--- src/rtl/hazard_sched_if.sv ---
// D-stage hazard query bundle: operand/producer info in, stall and forward selects out.
// master drives the D-stage instruction fields; slave is the scheduler answering combinationally.
interface hazard_sched_if;
    logic [4:0] A1_D;
    logic [4:0] A2_D;
    logic [1:0] Tuse_rs;
    logic [1:0] Tuse_rt;
    logic [4:0] A3_D;
    logic [1:0] Tnew_D;
    logic       md_start_D;
    logic       md_is_div_D;
    logic       md_use_D;
    logic       stall;
    logic [1:0] MF_RD1_Sel;
    logic [1:0] MF_RD2_Sel;
    logic       md_busy;

    modport master (
        output A1_D, A2_D, Tuse_rs, Tuse_rt, A3_D, Tnew_D,
               md_start_D, md_is_div_D, md_use_D,
        input  stall, MF_RD1_Sel, MF_RD2_Sel, md_busy
    );

    modport slave (
        input  A1_D, A2_D, Tuse_rs, Tuse_rt, A3_D, Tnew_D,
               md_start_D, md_is_div_D, md_use_D,
        output stall, MF_RD1_Sel, MF_RD2_Sel, md_busy
    );
endinterface

--- src/rtl/hazard_sched.sv ---
// Tuse/Tnew hazard scheduler: stall and forward selects are combinational on D-stage fields,
// the E/M scoreboard and mult/div counter update every clock; stall is the only backpressure.
module hazard_sched #(
    parameter int MD_MULT_CYCLES = 5,
    parameter int MD_DIV_CYCLES  = 10
) (
    input  logic           clk,
    input  logic           reset,
    input  logic           flush,
    hazard_sched_if.slave  hz
);
    typedef struct packed {
        logic       valid;
        logic [4:0] a3;
        logic [1:0] tnew;
    } slot_t;

    localparam logic [3:0] MD_MULT_LD = 4'(MD_MULT_CYCLES);
    localparam logic [3:0] MD_DIV_LD  = 4'(MD_DIV_CYCLES);

    // W results reach D through the register-file bypass and are never compared
    // against, so only the E and M producers are tracked.
    slot_t      slot_e;
    slot_t      slot_m;
    logic [3:0] md_cnt;
    logic       stall_int;
    logic       busy_int;

    function automatic slot_t age_slot(input slot_t s);
        slot_t r;
        r = s;
        if (s.tnew != 2'd0) r.tnew = s.tnew - 2'd1;
        return r;
    endfunction

    function automatic logic match(input slot_t s, input logic [4:0] a);
        return s.valid && (s.a3 == a) && (a != 5'd0);
    endfunction

    function automatic logic need_stall(input logic [4:0] a, input logic [1:0] tuse,
                                        input slot_t e, input slot_t m);
        return (match(e, a) && (e.tnew > tuse)) || (match(m, a) && (m.tnew > tuse));
    endfunction

    // Youngest producer first: a result sitting in E shadows an older one in M.
    function automatic logic [1:0] fwd_sel(input logic [4:0] a, input slot_t e, input slot_t m);
        if (match(e, a) && (e.tnew == 2'd0)) return 2'b10;
        if (match(m, a) && (m.tnew == 2'd0)) return 2'b01;
        return 2'b00;
    endfunction

    always_ff @(posedge clk) begin
        if (reset || flush) begin
            slot_e <= '0;
            slot_m <= '0;
            md_cnt <= '0;
        end else begin
            slot_m <= age_slot(slot_e);
            slot_e <= stall_int ? slot_t'('0) : slot_t'({1'b1, hz.A3_D, hz.Tnew_D});
            if (!stall_int && hz.md_start_D)
                md_cnt <= hz.md_is_div_D ? MD_DIV_LD : MD_MULT_LD;
            else if (md_cnt != 4'd0)
                md_cnt <= md_cnt - 4'd1;
        end
    end

    always_comb begin
        busy_int  = (md_cnt != 4'd0);
        stall_int = need_stall(hz.A1_D, hz.Tuse_rs, slot_e, slot_m)
                  | need_stall(hz.A2_D, hz.Tuse_rt, slot_e, slot_m)
                  | (hz.md_use_D && busy_int);
    end

    always_comb begin
        hz.stall      = stall_int;
        hz.md_busy    = busy_int;
        hz.MF_RD1_Sel = fwd_sel(hz.A1_D, slot_e, slot_m);
        hz.MF_RD2_Sel = fwd_sel(hz.A2_D, slot_e, slot_m);
    end
endmodule

--- src/flat_wrapper.sv ---
// flat-port wrapper written by rule: the top's interface ports become plain ports
module hazard_sched_flat 
#(
    parameter int MD_MULT_CYCLES = 5,
    parameter int MD_DIV_CYCLES  = 10
)
  (clk, reset, flush, hz_A1_D, hz_A2_D, hz_Tuse_rs, hz_Tuse_rt, hz_A3_D, hz_Tnew_D, hz_md_start_D, hz_md_is_div_D, hz_md_use_D, hz_stall, hz_MF_RD1_Sel, hz_MF_RD2_Sel, hz_md_busy);
  hazard_sched_if hz_i ();
  input  logic clk;
  input  logic reset;
  input  logic flush;
  input wire logic [$bits(hz_i.A1_D)-1:0] hz_A1_D;
  input wire logic [$bits(hz_i.A2_D)-1:0] hz_A2_D;
  input wire logic [$bits(hz_i.Tuse_rs)-1:0] hz_Tuse_rs;
  input wire logic [$bits(hz_i.Tuse_rt)-1:0] hz_Tuse_rt;
  input wire logic [$bits(hz_i.A3_D)-1:0] hz_A3_D;
  input wire logic [$bits(hz_i.Tnew_D)-1:0] hz_Tnew_D;
  input wire logic [$bits(hz_i.md_start_D)-1:0] hz_md_start_D;
  input wire logic [$bits(hz_i.md_is_div_D)-1:0] hz_md_is_div_D;
  input wire logic [$bits(hz_i.md_use_D)-1:0] hz_md_use_D;
  output wire logic [$bits(hz_i.stall)-1:0] hz_stall;
  output wire logic [$bits(hz_i.MF_RD1_Sel)-1:0] hz_MF_RD1_Sel;
  output wire logic [$bits(hz_i.MF_RD2_Sel)-1:0] hz_MF_RD2_Sel;
  output wire logic [$bits(hz_i.md_busy)-1:0] hz_md_busy;
  assign hz_i.A1_D = hz_A1_D;
  assign hz_i.A2_D = hz_A2_D;
  assign hz_i.Tuse_rs = hz_Tuse_rs;
  assign hz_i.Tuse_rt = hz_Tuse_rt;
  assign hz_i.A3_D = hz_A3_D;
  assign hz_i.Tnew_D = hz_Tnew_D;
  assign hz_i.md_start_D = hz_md_start_D;
  assign hz_i.md_is_div_D = hz_md_is_div_D;
  assign hz_i.md_use_D = hz_md_use_D;
  assign hz_stall = hz_i.stall;
  assign hz_MF_RD1_Sel = hz_i.MF_RD1_Sel;
  assign hz_MF_RD2_Sel = hz_i.MF_RD2_Sel;
  assign hz_md_busy = hz_i.md_busy;
  hazard_sched #(.MD_MULT_CYCLES(MD_MULT_CYCLES), .MD_DIV_CYCLES(MD_DIV_CYCLES)) u_core (.clk(clk), .reset(reset), .flush(flush), .hz(hz_i));
endmodule
--- config.mk ---
export PLATFORM = sky130hd
export DESIGN_NAME = hazard_sched_flat
export DESIGN_NICKNAME = d
export VERILOG_FILES = /design/src/rtl/hazard_sched_if.sv /design/src/rtl/hazard_sched.sv /design/src/flat_wrapper.sv
export SDC_FILE = /design/constraint.sdc
export NUM_CORES = 1
export LEC_CHECK = 0
export BUFFER_PORTS_ARGS = -buffer_cell sky130_fd_sc_hd__clkbuf_2
export CAP_MARGIN = 20
export CORE_MARGIN = 2
export CORE_UTILIZATION = 40
export CTS_BUF_LIST = sky130_fd_sc_hd__clkbuf_4 sky130_fd_sc_hd__clkbuf_8
export DETAILED_ROUTE_END_ITERATION = 12
export PLACE_DENSITY = 0.64
export REMOVE_ABC_BUFFERS = 1
export SYNTH_ARGS = -nofsm -noshare
export SYNTH_HDL_FRONTEND = slang
export SYNTH_SLANG_ARGS = --single-unit
--- constraint.sdc ---
create_clock -name clk -period 3.8 [get_ports clk]
set_input_delay 0.38 -clock clk [delete_from_list [all_inputs] [get_ports clk]]
set_output_delay 0.38 -clock clk [all_outputs]
set_load 0.02 [all_outputs]
== Word level (Yosys, flattened, before mapping) ==
Index checks and enable logic that the tools add are counted.

* Flip-flop bits (word level): 20
* Bits of input ports: 27
* Output and inout port bits: 6
* Word-level logic and storage cells: 68

* Add/subtract/negate cells: 2
* $lt $le $gt $ge: 4
* Eq/ne operators: 4
* Multiplexer cells: 19
* Bitwise logic cells: 2
* Reductions and logical operators: 30

{| class="wikitable"
|+ Operators with widths
! operator !! number
|-
| $eq 5x5->1 || 4
|-
| $logic_and 1x1->1 || 18
|-
| $mux 2 || 9
|-
| $mux 4 || 3
|-
| $reduce_bool 5->1 || 2
|-
| $gt 2x2->1 || 4
|-
| $mux 8 || 1
|-
| $mux 1 || 6
|-
| $logic_not 2->1 || 2
|-
| $reduce_bool 2->1 || 2
|-
| $reduce_bool 4->1 || 1
|-
| $sub 4x1->4 const B || 1
|-
| $logic_or 1x1->1 || 3
|-
| $or 1x1->1 || 2
|-
| $reduce_or 2->1 || 1
|-
| $sub 2x1->2 const B || 1
|-
| $logic_not 1->1 || 1
|}

== Logic depth before layout (Yosys ltp) ==
Gate-level depths: netlist of run 1.

* Depth in word-level cells: 10
* Mapped depth: 9
* Gate-level depth less buffers: 9

== Least setup slack after synthesis of run 1 ==
No wires, ideal clock.

* Kind: reg2out
* From: reg u_core.md_cnt[0]
* To: out hz_stall
* Data arrival time: 1.860 ns
* Required time: 3.420 ns
* Path slack: 1.560 ns
* Cell stages (with the launch flop): 9
* Buffers on the path: 0
* Cells stage by stage: dfxtp_1 > inv_1 > ha_1 > nor3b_1 > inv_1 > nand2_1 > o41ai_1 > nor4_4 > inv_1

* Longest elaborated chain between the ends: 3

{| class="wikitable"
|+ RTL lines
! what !! RTL line !! source
|-
| start: declaration || hazard_sched.sv:25 || <nowiki>logic [3:0] md_cnt;</nowiki>
|-
| start signal: assignment || hazard_sched.sv:61 || <nowiki>md_cnt <= hz.md_is_div_D ? MD_DIV_LD : MD_MULT_LD;</nowiki>
|-
| start signal: assignment || hazard_sched.sv:63 || <nowiki>md_cnt <= md_cnt - 4'd1;</nowiki>
|-
| $reduce_bool 4->1 || hazard_sched.sv:68 || <nowiki>busy_int = (md_cnt != 4'd0);</nowiki>
|-
| net hz_md_busy || flat_wrapper.sv:24 || <nowiki>output wire logic [$bits(hz_i.md_busy)-1:0] hz_md_busy;</nowiki>
|-
| $logic_and 1x1->1 || hazard_sched.sv:71 || <nowiki>| (hz.md_use_D && busy_int);</nowiki>
|-
| $or 1x1->1 || hazard_sched.sv:71 ||
|-
| end: declaration || flat_wrapper.sv:21 || <nowiki>output wire logic [$bits(hz_i.stall)-1:0] hz_stall;</nowiki>
|}

The timed path passes the listed nets, and every way through them passes these cells.

== Worst setup path after layout of run 1 ==
* From: reg u_core.md_cnt[0]
* To: out hz_stall

* Longest elaborated chain between the ends: 3

{| class="wikitable"
|+ RTL lines
! what !! RTL line
|-
| $reduce_bool 4->1 || hazard_sched.sv:68
|-
| $logic_and 1x1->1 || hazard_sched.sv:71
|-
| $or 1x1->1 || hazard_sched.sv:71
|}

Every way passes these cells.

==> load_flow_metrics.sql, run 1 <==
INSERT INTO impl_metrics (metric_group, metric, value, unit) VALUES
('timing', 'final_hold_viol_count', '0', ''),
('finish', 'layout_common_cells', 'clkbuf_2 (32), xnor2_1 (21), dfxtp_1 (20)', ''),
('setup_path', 'worst-setup-path-type', 'reg -> out', ''),
('yosys', 'synth-async-reset-ratio', '0', ''),
('setup_path', 'setup.worst_path.start_class', 'register', ''),
('timing', 'tightestPinTransition', '0.959', 'ns'),
('placement', 'dpl.hpwl', '2210', 'um'),
('drt', 'via_per_inst', '5.23', ''),
('finish', 'drive_above_1_share', '0.302', ''),
('finish', 'fillCellCount', '267', ''),
('yosys', 'synth_area_per_cell', '9.53', 'sq um'),
('drt', 'route.vias.total', '1009', ''),
('floorplanning', 'io_pins', '33', ''),
('timing', 'crit_share_post_route', '0.755', ''),
('power_and_ir_drop', 'power_density', '355', 'nW/um^2'),
('flow_run', 'maxCapViolCount', '0', ''),
('floorplanning', 'die_height', '59.0', 'um'),
('outcome', 'outcome', 'finished clean', ''),
('cts', 'clock_transition_at_path_regs', '0.11', 'ns'),
('drt', 'drt_drc_violations_left', '0', ''),
('finish', 'final_area', '1460', 'sq um'),
('grt', 'first_global_vias', '1012', ''),
('cts', 'holdBufCountCts', '0', ''),
('power_and_ir_drop', 'power.static_leakage', '0.662', 'nW'),
('power_and_ir_drop', 'netSwitchingPower', '0.135', 'mW'),
('floorplanning', 'dieArea', '3480', 'sq um'),
('yosys', 'post-synth-top-area-cell', 'dfxtp_1', ''),
('yosys', 'post_synth_inst_count', '127', ''),
('yosys', 'ys_seq_area_frac', '0.331', ''),
('floorplanning', 'dieWidth', '59.0', 'um'),
('timing', 'timing.final.max_slew_violations', '0', ''),
('cts', 'clkSinkCount', '20', ''),
('power_and_ir_drop', 'internal-power', '0.383', 'mW'),
('cts', 'htreeDepth', '1', ''),
('drt', 'initial_drc_count', '28', ''),
('yosys', 'simple_gate_share_of_the_synthesized_area', '0.247', ''),
('timing', 'rsz0062_at_grt', 'false', ''),
('finish', 'num_antenna_cells', '0', ''),
('grt', 'antenna_found_initial', '0', ''),
('yosys', 'synth_compound_gate_area_share', '0.0869', ''),
('timing', 'slew_headroom', '0.358', ''),
('cts', 'root_cell_of_the_clock_tree', 'clkbuf_4', ''),
('finish', 'multiInputGateArea', '764', 'sq um'),
('setup_path', 'crit_path_arrival_time', '2.49', 'ns'),
('timing', 'finalSetupViolations', '0', ''),
('yosys', 'dominant_combinational_cell_family_by_area_after_synthesis', 'simple AND/OR/NAND/NOR gates', ''),
('min_path', 'min_path_type', 'in -> reg', ''),
('grt', 'grt_util_all_layers', '0.165', ''),
('yosys', 'main_area_contributors_after_synthesis', 'dfxtp_1 (33%), xnor2_1 (15%), ha_1 (10%)', ''),
('yosys', 'synthDistinctLibCells', '32', ''),
('drt', 'drt_first_pass_iters', '5', ''),
('setup_path', 'critPathMaxFanout', '9', ''),
('power_and_ir_drop', 'p_sw_frac', '0.260', ''),
('drt', 'route.detailed.wl_per_inst', '13.1', 'um'),
('cts', 'cts_made_buffers', '3', ''),
('cts', 'cts.path.max_buffers', '2', ''),
('power_and_ir_drop', 'clock_power_share', '0.328', ''),
('yosys', 'synth_seq_cells', '20', ''),
('cts', 'ctsResizeCount', '0', ''),
('yosys', 'top_area_cell_type_share_of_the_netlist_area', '0.331', ''),
('finish', 'seq_area', '400', 'sq um'),
('cts', 'cts.repair_timing.setup_buffer_count', '0', ''),
('cts', 'clock_latency_at_the_later_pin_of_the_worst_skew_pair', '0.29', 'ns'),
('yosys', 'synth_xor_area_frac', '0.159', ''),
('floorplanning', 'floorplan.core_area', '2810', 'sq um'),
('setup_path', 'setup.worst_path.end_class', 'output pin', ''),
('cts', 'clock_tree_from_tritoncts', 'done', ''),
('timing', 'min_period', '2.87', 'ns'),
('yosys', 'yosys_most_used_dff', 'dfxtp_1', ''),
('grt', 'overflow', '0', ''),
('yosys', 'synthMuxAreaShare', '0.0352', '');
[critical path: stages, from the launching register on]
cell	delay, ns
dfxtp_1	0.33
inv_1	0.11
ha_1	0.17
nor3b_1	0.34
inv_1	0.16
nand2_1	0.11
o41ai_1	0.11
nor4_4	0.55
inv_1	0.12
clkbuf_2	0.18
[path summary, 6_finish.rpt]
path / startpoint / endpoint / slack, ns / depth (start not counted)
hold / removal: reset / u_core.slot_e[7] / 0.28 / 2
setup / recovery: u_core.md_cnt[0] / hz_stall / 0.93 / 9
hold reg to reg: u_core.slot_e[7] / u_core.slot_m[7] / 0.52 / 1
setup reg to reg: u_core.md_cnt[0] / u_core.md_cnt[2] / 1.35 / 9
[power by group through the flow]
stage / logic, mW / clock network, mW / registers [mW]
floorplan: 0.0806 / 0 / 0.231
global placement: 0.114 / 0 / 0.235
detailed placement: 0.118 / 0 / 0.235
CTS: 0.119 / 0.173 / 0.230
global route: 0.133 / 0.184 / 0.232
finish: 0.118 / 0.169 / 0.230
[flip-flops by register name, indices dropped and copies added, names as in the netlist]
signal	flops
u_core.md_cnt	4
u_core.slot_m	8
u_core.slot_e	8
[kinds of logic (layout without fill, tap and decap cells)]
logic type	Yosys count	in the layout
compound gates	13	13
simple gates	46	46
mux	4	4
fa+ha+maj	10	10
buf+inv	12	47
xor+xnor	22	22
flops	20	20
[per-layer routing]
layer  wire (um)  GRT usage
met1        1130      0.200
met5           0          0
met3         102     0.0284
met2        1280      0.300
met4          19     0.0390
[Yosys cell counts, types with 3 or more instances]
cell type,n
and3_1,3
o211ai_1,3
nor3_1,5
nand2_1,6
inv_1,11
and2_1,6
a21oi_1,3
nor2_1,4
and3_2,7
ha_1,10
xnor2_1,21
dfxtp_1,20
nand4_1,4
[final cells by class]
class	count	area share
multi-input cells	95	0.524
flip-flops and latches	20	0.275
repair buffers	32	0.110
inverters	11	0.0283
well taps	31	0.0266
clock inverters	1	0.0206
clock buffers	3	0.0155
[through the flow]
step / utilization / setup WS, ns / hold WS, ns / instances / power, mW
finish: 0.520 / 0.932 / 0.284 / 193 / 0.517
global placement: 0.501 / 1.31 / 0.509 / 189 / 0.349
detailed placement: 0.501 / 1.24 / 0.515 / 189 / 0.353
global route: 0.520 / 0.640 / 0.276 / 193 / 0.548
floorplan: - / 1.56 / 0.457 / 126 / 0.312
CTS: 0.520 / 0.912 / 0.278 / 193 / 0.522
Power figures use the tool's default switching activity.
==> inputs of run 2 (changes only) <==
--- a/config.mk
+++ b/config.mk
@@ -11,7 +11,7 @@
 export CORE_UTILIZATION = 40
 export CTS_BUF_LIST = sky130_fd_sc_hd__clkbuf_4 sky130_fd_sc_hd__clkbuf_8
 export DETAILED_ROUTE_END_ITERATION = 12
-export PLACE_DENSITY = 0.64
+export PLACE_DENSITY = 0.66
 export REMOVE_ABC_BUFFERS = 1
 export SYNTH_ARGS = -nofsm -noshare
 export SYNTH_HDL_FRONTEND = slang
==> constraint.sdc (replaced) <==
create_clock -name clk -period 2.5 [get_ports clk]
set_input_delay 0.25 -clock clk [delete_from_list [all_inputs] [get_ports clk]]
set_output_delay 0.25 -clock clk [all_outputs]
set_load 0.02 [all_outputs]
==> run 2 against run 1 <==
Clock power is 13% higher. First-iteration DRC count is 21% higher. Flip-flop and latch count stayed put. Sequential power is 52% higher. Clock skew is 0.0019 ns higher. Register-to-register slack worse by 1.1 ns. Worst hold slack worse by 0.14 ns. Die area stayed put. Core utilization is 0.22 points higher. Critical path depth stayed put. Global-route usage is 1.1 points higher.
==> load_flow_metrics.sql, run 2 (synthesis gave the netlist of run 1 again) <==
INSERT INTO impl_metrics (metric_group, metric, value, unit) VALUES
('finish', 'fillCellCount', '266', ''),
('grt', 'grt_util_all_layers', '0.175', ''),
('timing', 'clock_skew', '0.00449', 'ns'),
('timing', 'finalSetupViolations', '0', ''),
('timing', 'setup-tns-final', '0', 'ns'),
('cts', 'root_cell_of_the_clock_tree', 'clkbuf_4', ''),
('grt', 'grt_start_max_net_pins', '12', ''),
('finish', 'final_cells', '196', ''),
('setup_path', 'setup.worst_path.start_class', 'register', ''),
('drt', 'via_per_inst', '5.26', ''),
('finish', 'multiInputGateArea', '764', 'sq um'),
('grt', 'global_route_wire_length_before_repair', '4560', 'um'),
('timing', 'rsz0062_at_grt', 'false', ''),
('drt', 'initial_drc_count', '34', ''),
('outcome', 'outcome', 'finished clean', ''),
('timing', 'fmaxAchievable', '0.427', 'GHz'),
('power_and_ir_drop', 'power.static_leakage', '0.670', 'nW'),
('drt', 'route.detailed.wl_per_inst', '13.7', 'um'),
('timing', 'crit_share_post_route', '0.936', ''),
('cts', 'clock_tree_from_tritoncts', 'done', ''),
('floorplanning', 'dieArea', '3480', 'sq um'),
('finish', 'drive_above_1_share', '0.315', ''),
('floorplanning', 'floorplan.initialDensity', '0.431', ''),
('cts', 'cts.path.max_buffers', '2', ''),
('finish', 'synthToLayoutAreaGrowth', '21.0', '%'),
('setup_path', 'critical-path-top-delay-family', 'simple AND/OR/NAND/NOR gates', ''),
('grt', 'overflow', '0', ''),
('finish', 'nets', '203', ''),
('setup_path', 'slowest_delay', '0.33', 'ns'),
('finish', 'num_antenna_cells', '0', ''),
('cts', 'clock_latency_at_the_later_pin_of_the_worst_skew_pair', '0.31', 'ns'),
('setup_path', 'critPathMaxFanout', '5', ''),
('setup_path', 'worst_path_max_delay_cell', 'dfxtp_1', ''),
('finish', 'reg_top3', 'u_core.slot_e: 8 flops, u_core.slot_m: 8 flops, u_core.md_cnt: 4 flops', ''),
('finish', 'layout_commonest_cell', 'clkbuf_2', ''),
('cts', 'clock_transition_at_path_regs', '0.11', 'ns'),
('grt', 'first_global_vias', '1031', ''),
('finish', 'layout_common_cells', 'clkbuf_2 (32), xnor2_1 (21), dfxtp_1 (20)', ''),
('placement', 'routabilityCongestion', '0.936', ''),
('floorplanning', 'floorplan.rows', '19', ''),
('timing', 'min_period', '2.34', 'ns'),
('timing', 'final_hold_viol_count', '0', ''),
('timing', 'tightestPinTransition', '0.574', 'ns'),
('cts', 'ctsResizeCount', '0', ''),
('setup_path', 'required_time_reported_for_the_critical_path_endpoint', '2.25', 'ns'),
('floorplanning', 'io_pins', '33', ''),
('cts', 'cts.repair_timing.setup_buffer_count', '1', ''),
('drt', 'drt_wl_total', '2690', 'um'),
('setup_path', 'crit_path_arrival_time', '2.09', 'ns'),
('cts', 'clkSinkCount', '20', ''),
('floorplanning', 'die_height', '59.0', 'um'),
('drt', 'final_antenna_net_count', '0', ''),
('placement', 'dpl.hpwl', '2230', 'um'),
('cts', 'holdBufCountCts', '0', ''),
('min_path', 'min_path_type', 'in -> reg', ''),
('cts', 'htreeDepth', '1', ''),
('setup_path', 'cp_num_buf_inv', '4', ''),
('floorplanning', 'floorplan.core_area', '2810', 'sq um'),
('grt', 'antenna_found_initial', '0', ''),
('finish', 'seq_area', '400', 'sq um'),
('power_and_ir_drop', 'vdd.ir_drop.worst', '0.301', 'mV'),
('floorplanning', 'dieWidth', '59.0', 'um'),
('timing', 'slew_headroom', '0.617', ''),
('setup_path', 'cp_cell_sequence', 'inv_1, ha_1, nor3b_1, inv_1, nand2_1, o41ai_1, nor4_4, inv_1, clkbuf_2', ''),
('flow_run', 'maxCapViolCount', '0', ''),
('cts', 'cts_made_buffers', '3', ''),
('power_and_ir_drop', 'power_density', '495', 'nW/um^2'),
('setup_path', 'worst-setup-path-type', 'reg -> out', ''),
('setup_path', 'timing.critical_path.mode_cell', 'inv_1', ''),
('placement', 'buffer_ports.inserted', '32', ''),
('power_and_ir_drop', 'total_power', '0.725', 'mW'),
('drt', 'drt_drc_violations_left', '0', ''),
('placement', 'place_inst', '191', ''),
('timing', 'timing.final.max_slew_violations', '0', ''),
('drt', 'route.vias.total', '1030', ''),
('setup_path', 'setup.worst_path.end_class', 'output pin', ''),
('drt', 'drt_first_pass_iters', '4', '');
## run 2: cell types whose count changed in the layout (fill, tap and decap cells not counted)
cell / previous run / this run
clkbuf_8: 0 / 1
buf_4: 0 / 3
bufinv_16: 1 / 0
## run 2: per-layer routing
layer / wire [um] / track usage
met1: 1270 / 0.223
met2: 1250 / 0.297
met3: 117 / 0.0284
met4: 48 / 0.0682
met5: 0 / 0
## run 2: path summary, 6_finish.rpt
check	startpoint	endpoint	slack [ns]	depth (start not counted)
worst max-delay path	u_core.md_cnt[0]	hz_stall	0.16	9
worst min-delay path	reset	u_core.slot_e[7]	0.14	2
worst max register to register	u_core.md_cnt[0]	u_core.md_cnt[2]	0.27	10
worst min register to register	u_core.slot_e[7]	u_core.slot_m[7]	0.52	1
## run 2: through the flow
stage / hold WS, ns / worst slack (ns) / area, sq um / util
2_1_floorplan: 0.327 / 0.313 / 1210 / -
3_3_place_gp: 0.463 / 0.175 / 1420 / 0.506
3_5_place_dp: 0.471 / 0.0510 / 1420 / 0.506
4_1_cts: 0.135 / 0.119 / 1460 / 0.522
5_1_grt: 0.135 / 0.0118 / 1460 / 0.522
6_report: 0.142 / 0.159 / 1460 / 0.522
## run 2: power breakdown
part / internal, mW / switching (mW) / total [mW]
Sequential: 0.334 / 0.0149 / 0.349
Combinational: 0.0870 / 0.0980 / 0.185
Clock: 0.0891 / 0.101 / 0.191
## run 2: final cells by class
| type | instances | share of cell area |
|---|---|---|
| clock buffers | 4 | 0.0248 |
| well taps | 31 | 0.0265 |
| flip-flops and latches | 20 | 0.274 |
| multi-input cells | 95 | 0.522 |
| inverters | 11 | 0.0282 |
| repair buffers | 35 | 0.125 |
==> inputs of run 3 (changes only) <==
--- a/config.mk
+++ b/config.mk
@@ -8,10 +8,10 @@
 export BUFFER_PORTS_ARGS = -buffer_cell sky130_fd_sc_hd__clkbuf_2
 export CAP_MARGIN = 20
 export CORE_MARGIN = 2
-export CORE_UTILIZATION = 40
+export CORE_UTILIZATION = 30
 export CTS_BUF_LIST = sky130_fd_sc_hd__clkbuf_4 sky130_fd_sc_hd__clkbuf_8
 export DETAILED_ROUTE_END_ITERATION = 12
-export PLACE_DENSITY = 0.66
+export PLACE_DENSITY = 0.58
 export REMOVE_ABC_BUFFERS = 1
 export SYNTH_ARGS = -nofsm -noshare
 export SYNTH_HDL_FRONTEND = slang
==> run 3 against run 2 <==
Final area increased by 3.8%. Via count shrank 1.7%. Clock power is 29% higher. Worst hold slack better by 0.053 ns. Sequential power is essentially flat. Flip-flop and latch count is the same. Non-clock buffer count unchanged. First-iteration DRC count fell by 24%. Critical path depth decreased by 1. Critical path type unchanged.
==> load_flow_metrics.sql, run 3 (synthesis gave the netlist of run 1 again) <==
INSERT INTO impl_metrics (metric_group, metric, value, unit) VALUES
('finish', 'nets', '203', ''),
('power_and_ir_drop', 'power_density', '517', 'nW/um^2'),
('placement', 'routabilityCongestion', '0.812', ''),
('timing', 'setup-tns-final', '0', 'ns'),
('floorplanning', 'dieWidth', '67.5', 'um'),
('cts', 'clock_latency_at_the_later_pin_of_the_worst_skew_pair', '0.26', 'ns'),
('drt', 'via_per_inst', '4.71', ''),
('timing', 'clock_skew', '0.00752', 'ns'),
('finish', 'final_cells', '215', ''),
('floorplanning', 'io_pins', '33', ''),
('cts', 'cts.path.max_buffers', '2', ''),
('placement', 'place_inst', '211', ''),
('floorplanning', 'floorplan.rows', '23', ''),
('setup_path', 'crit_path_arrival_time', '2.08', 'ns'),
('setup_path', 'cp_cell_sequence', 'ha_1, nor2b_1, o21ai_1, o41ai_2, nor4_4, buf_4, inv_1, clkbuf_2', ''),
('timing', 'crit_share_post_route', '0.934', ''),
('finish', 'num_antenna_cells', '0', ''),
('drt', 'drt_drc_violations_left', '0', ''),
('min_path', 'min_path_type', 'in -> reg', ''),
('finish', 'reg_top3', 'u_core.slot_e: 8 flops, u_core.slot_m: 8 flops, u_core.md_cnt: 4 flops', ''),
('grt', 'global_route_wire_length_before_repair', '4440', 'um'),
('setup_path', 'critical-path-top-delay-family', 'flip-flops', ''),
('setup_path', 'worst-setup-path-type', 'reg -> out', ''),
('setup_path', 'setup.worst_path.end_class', 'output pin', ''),
('placement', 'placed_area', '1450', 'sq um'),
('setup_path', 'cp_num_buf_inv', '3', ''),
('drt', 'initial_drc_count', '26', ''),
('drt', 'route.detailed.wl_per_inst', '12.4', 'um'),
('outcome', 'outcome', 'finished clean', ''),
('grt', 'grt_start_max_net_pins', '12', ''),
('setup_path', 'r2r_end', 'u_core.md_cnt[0]', ''),
('flow_run', 'maxCapViolCount', '0', ''),
('setup_path', 'regToRegSetupSlack', '0.39', 'ns'),
('floorplanning', 'die_height', '67.5', 'um'),
('cts', 'holdBufCountCts', '0', ''),
('setup_path', 'worst_path_max_delay_cell', 'dfxtp_1', ''),
('timing', 'min_period', '2.33', 'ns'),
('cts', 'cts_made_buffers', '3', ''),
('floorplanning', 'floorplan.core_area', '3940', 'sq um'),
('grt', 'overflow', '0', ''),
('drt', 'drt_first_pass_iters', '4', ''),
('cts', 'clock_tree_from_tritoncts', 'done', ''),
('power_and_ir_drop', 'share_comb_of_total_power', '0.240', ''),
('drt', 'route.vias.total', '1012', ''),
('drt', 'drt_wl_total', '2670', 'um'),
('finish', 'layout_common_cells', 'clkbuf_2 (32), xnor2_1 (21), dfxtp_1 (20)', ''),
('cts', 'htreeDepth', '1', ''),
('timing', 'final_hold_viol_count', '0', ''),
('floorplanning', 'floorplan.initialDensity', '0.307', ''),
('setup_path', 'startpoint', 'u_core.slot_e[1]', ''),
('finish', 'final_area', '1520', 'sq um'),
('setup_path', 'critical_path_cell_count', '8', ''),
('power_and_ir_drop', 'vdd.ir_drop.worst', '0.399', 'mV'),
('power_and_ir_drop', 'share_seq_of_total_power', '0.445', ''),
('power_and_ir_drop', 'netSwitchingPower', '0.219', 'mW'),
('drt', 'final_antenna_net_count', '0', ''),
('floorplanning', 'dieArea', '4560', 'sq um'),
('setup_path', 'required_time_reported_for_the_critical_path_endpoint', '2.25', 'ns'),
('setup_path', 'setup.worst_path.start_class', 'register', ''),
('finish', 'layout_commonest_cell', 'clkbuf_2', ''),
('setup_path', 'slowest_delay', '0.43', 'ns'),
('min_path', 'min_from', 'reset', ''),
('finish', 'synthToLayoutAreaGrowth', '25.5', '%'),
('timing', 'tightestPinTransition', '0.565', 'ns'),
('finish', 'drive_above_1_share', '0.327', ''),
('placement', 'buffer_ports.inserted', '32', ''),
('power_and_ir_drop', 'power.static_leakage', '0.685', 'nW'),
('timing', 'finalSetupViolations', '0', ''),
('timing', 'fmaxAchievable', '0.428', 'GHz'),
('min_path', 'min_path_cells', '2', ''),
('cts', 'clkSinkCount', '20', ''),
('timing', 'slew_headroom', '0.623', ''),
('setup_path', 'reg2regPathDepth', '8', ''),
('timing', 'timing.final.max_slew_violations', '0', ''),
('min_path', 'whs_endpoint', 'u_core.slot_e[7]', ''),
('grt', 'antenna_found_initial', '0', ''),
('setup_path', 'reg2reg_from', 'u_core.slot_e[1]', ''),
('cts', 'root_cell_of_the_clock_tree', 'clkbuf_8', ''),
('placement', 'dpl.hpwl', '2320', 'um'),
('timing', 'rsz0062_at_grt', 'false', ''),
('power_and_ir_drop', 'clock_power_share', '0.315', ''),
('grt', 'grt_util_all_layers', '0.128', ''),
('power_and_ir_drop', 'internal-power', '0.566', 'mW'),
('cts', 'clock_transition_at_path_regs', '0.08', 'ns'),
('setup_path', 'critPathMaxFanout', '9', ''),
('power_and_ir_drop', 'p_sw_frac', '0.279', ''),
('grt', 'first_global_vias', '1012', '');
run 3: worst max path at each step:
stage,slack (ns),endpoint
global route,0.02,hz_stall
CTS,0.004,hz_stall
detailed placement,0.24,u_core.md_cnt[0]
finish,0.17,hz_stall
global placement,0.34,u_core.md_cnt[2]
floorplan,0.31,u_core.md_cnt[0]
run 3: power groups by stage:
stage                     clock network [mW]  logic, mW  registers [mW]
after floorplan                            0      0.123           0.352
after global placement                     0      0.181           0.356
after detailed placement                   0      0.187           0.357
after CTS                              0.248      0.188           0.349
after global routing                   0.260      0.211           0.352
final                                  0.247      0.189           0.350
run 3: final cells by class:
| class | count | area [sq um] |
|---|---|---|
| Multi-Input combinational cell | 95 | 777 |
| Tap cell | 50 | 62.6 |
| Sequential cell | 20 | 400 |
| Clock buffer | 4 | 55.1 |
| Timing Repair Buffer | 35 | 183 |
| Fill cell | 404 | 2420 |
| Inverter | 11 | 41.3 |
run 3: through the flow:
stage               hold slack (ns)   util  setup WS, ns  total power [mW]
floorplan                     0.327      -         0.313             0.474
global placement              0.463  0.368         0.338             0.537
detailed placement            0.473  0.368         0.243             0.543
CTS                           0.193  0.382       0.00418             0.785
global route                  0.209  0.385        0.0191             0.823
finish                        0.194  0.385         0.166             0.785
run 3: per-layer routing:
layer	vias to the layer above	part of all wire	GRT usage
li1	527	-	-
met1	457	0.47	0.168
met3	6	0.037	0.0150
met5	-	0	0
met4	0	0.021	0.0536
met2	22	0.47	0.212
run 3: timing repair:
action | in CTS | in global routing
gates resized for setup | 0 | 3
setup buffers | 0 | 0
setup endpoints to repair | 0 | 1
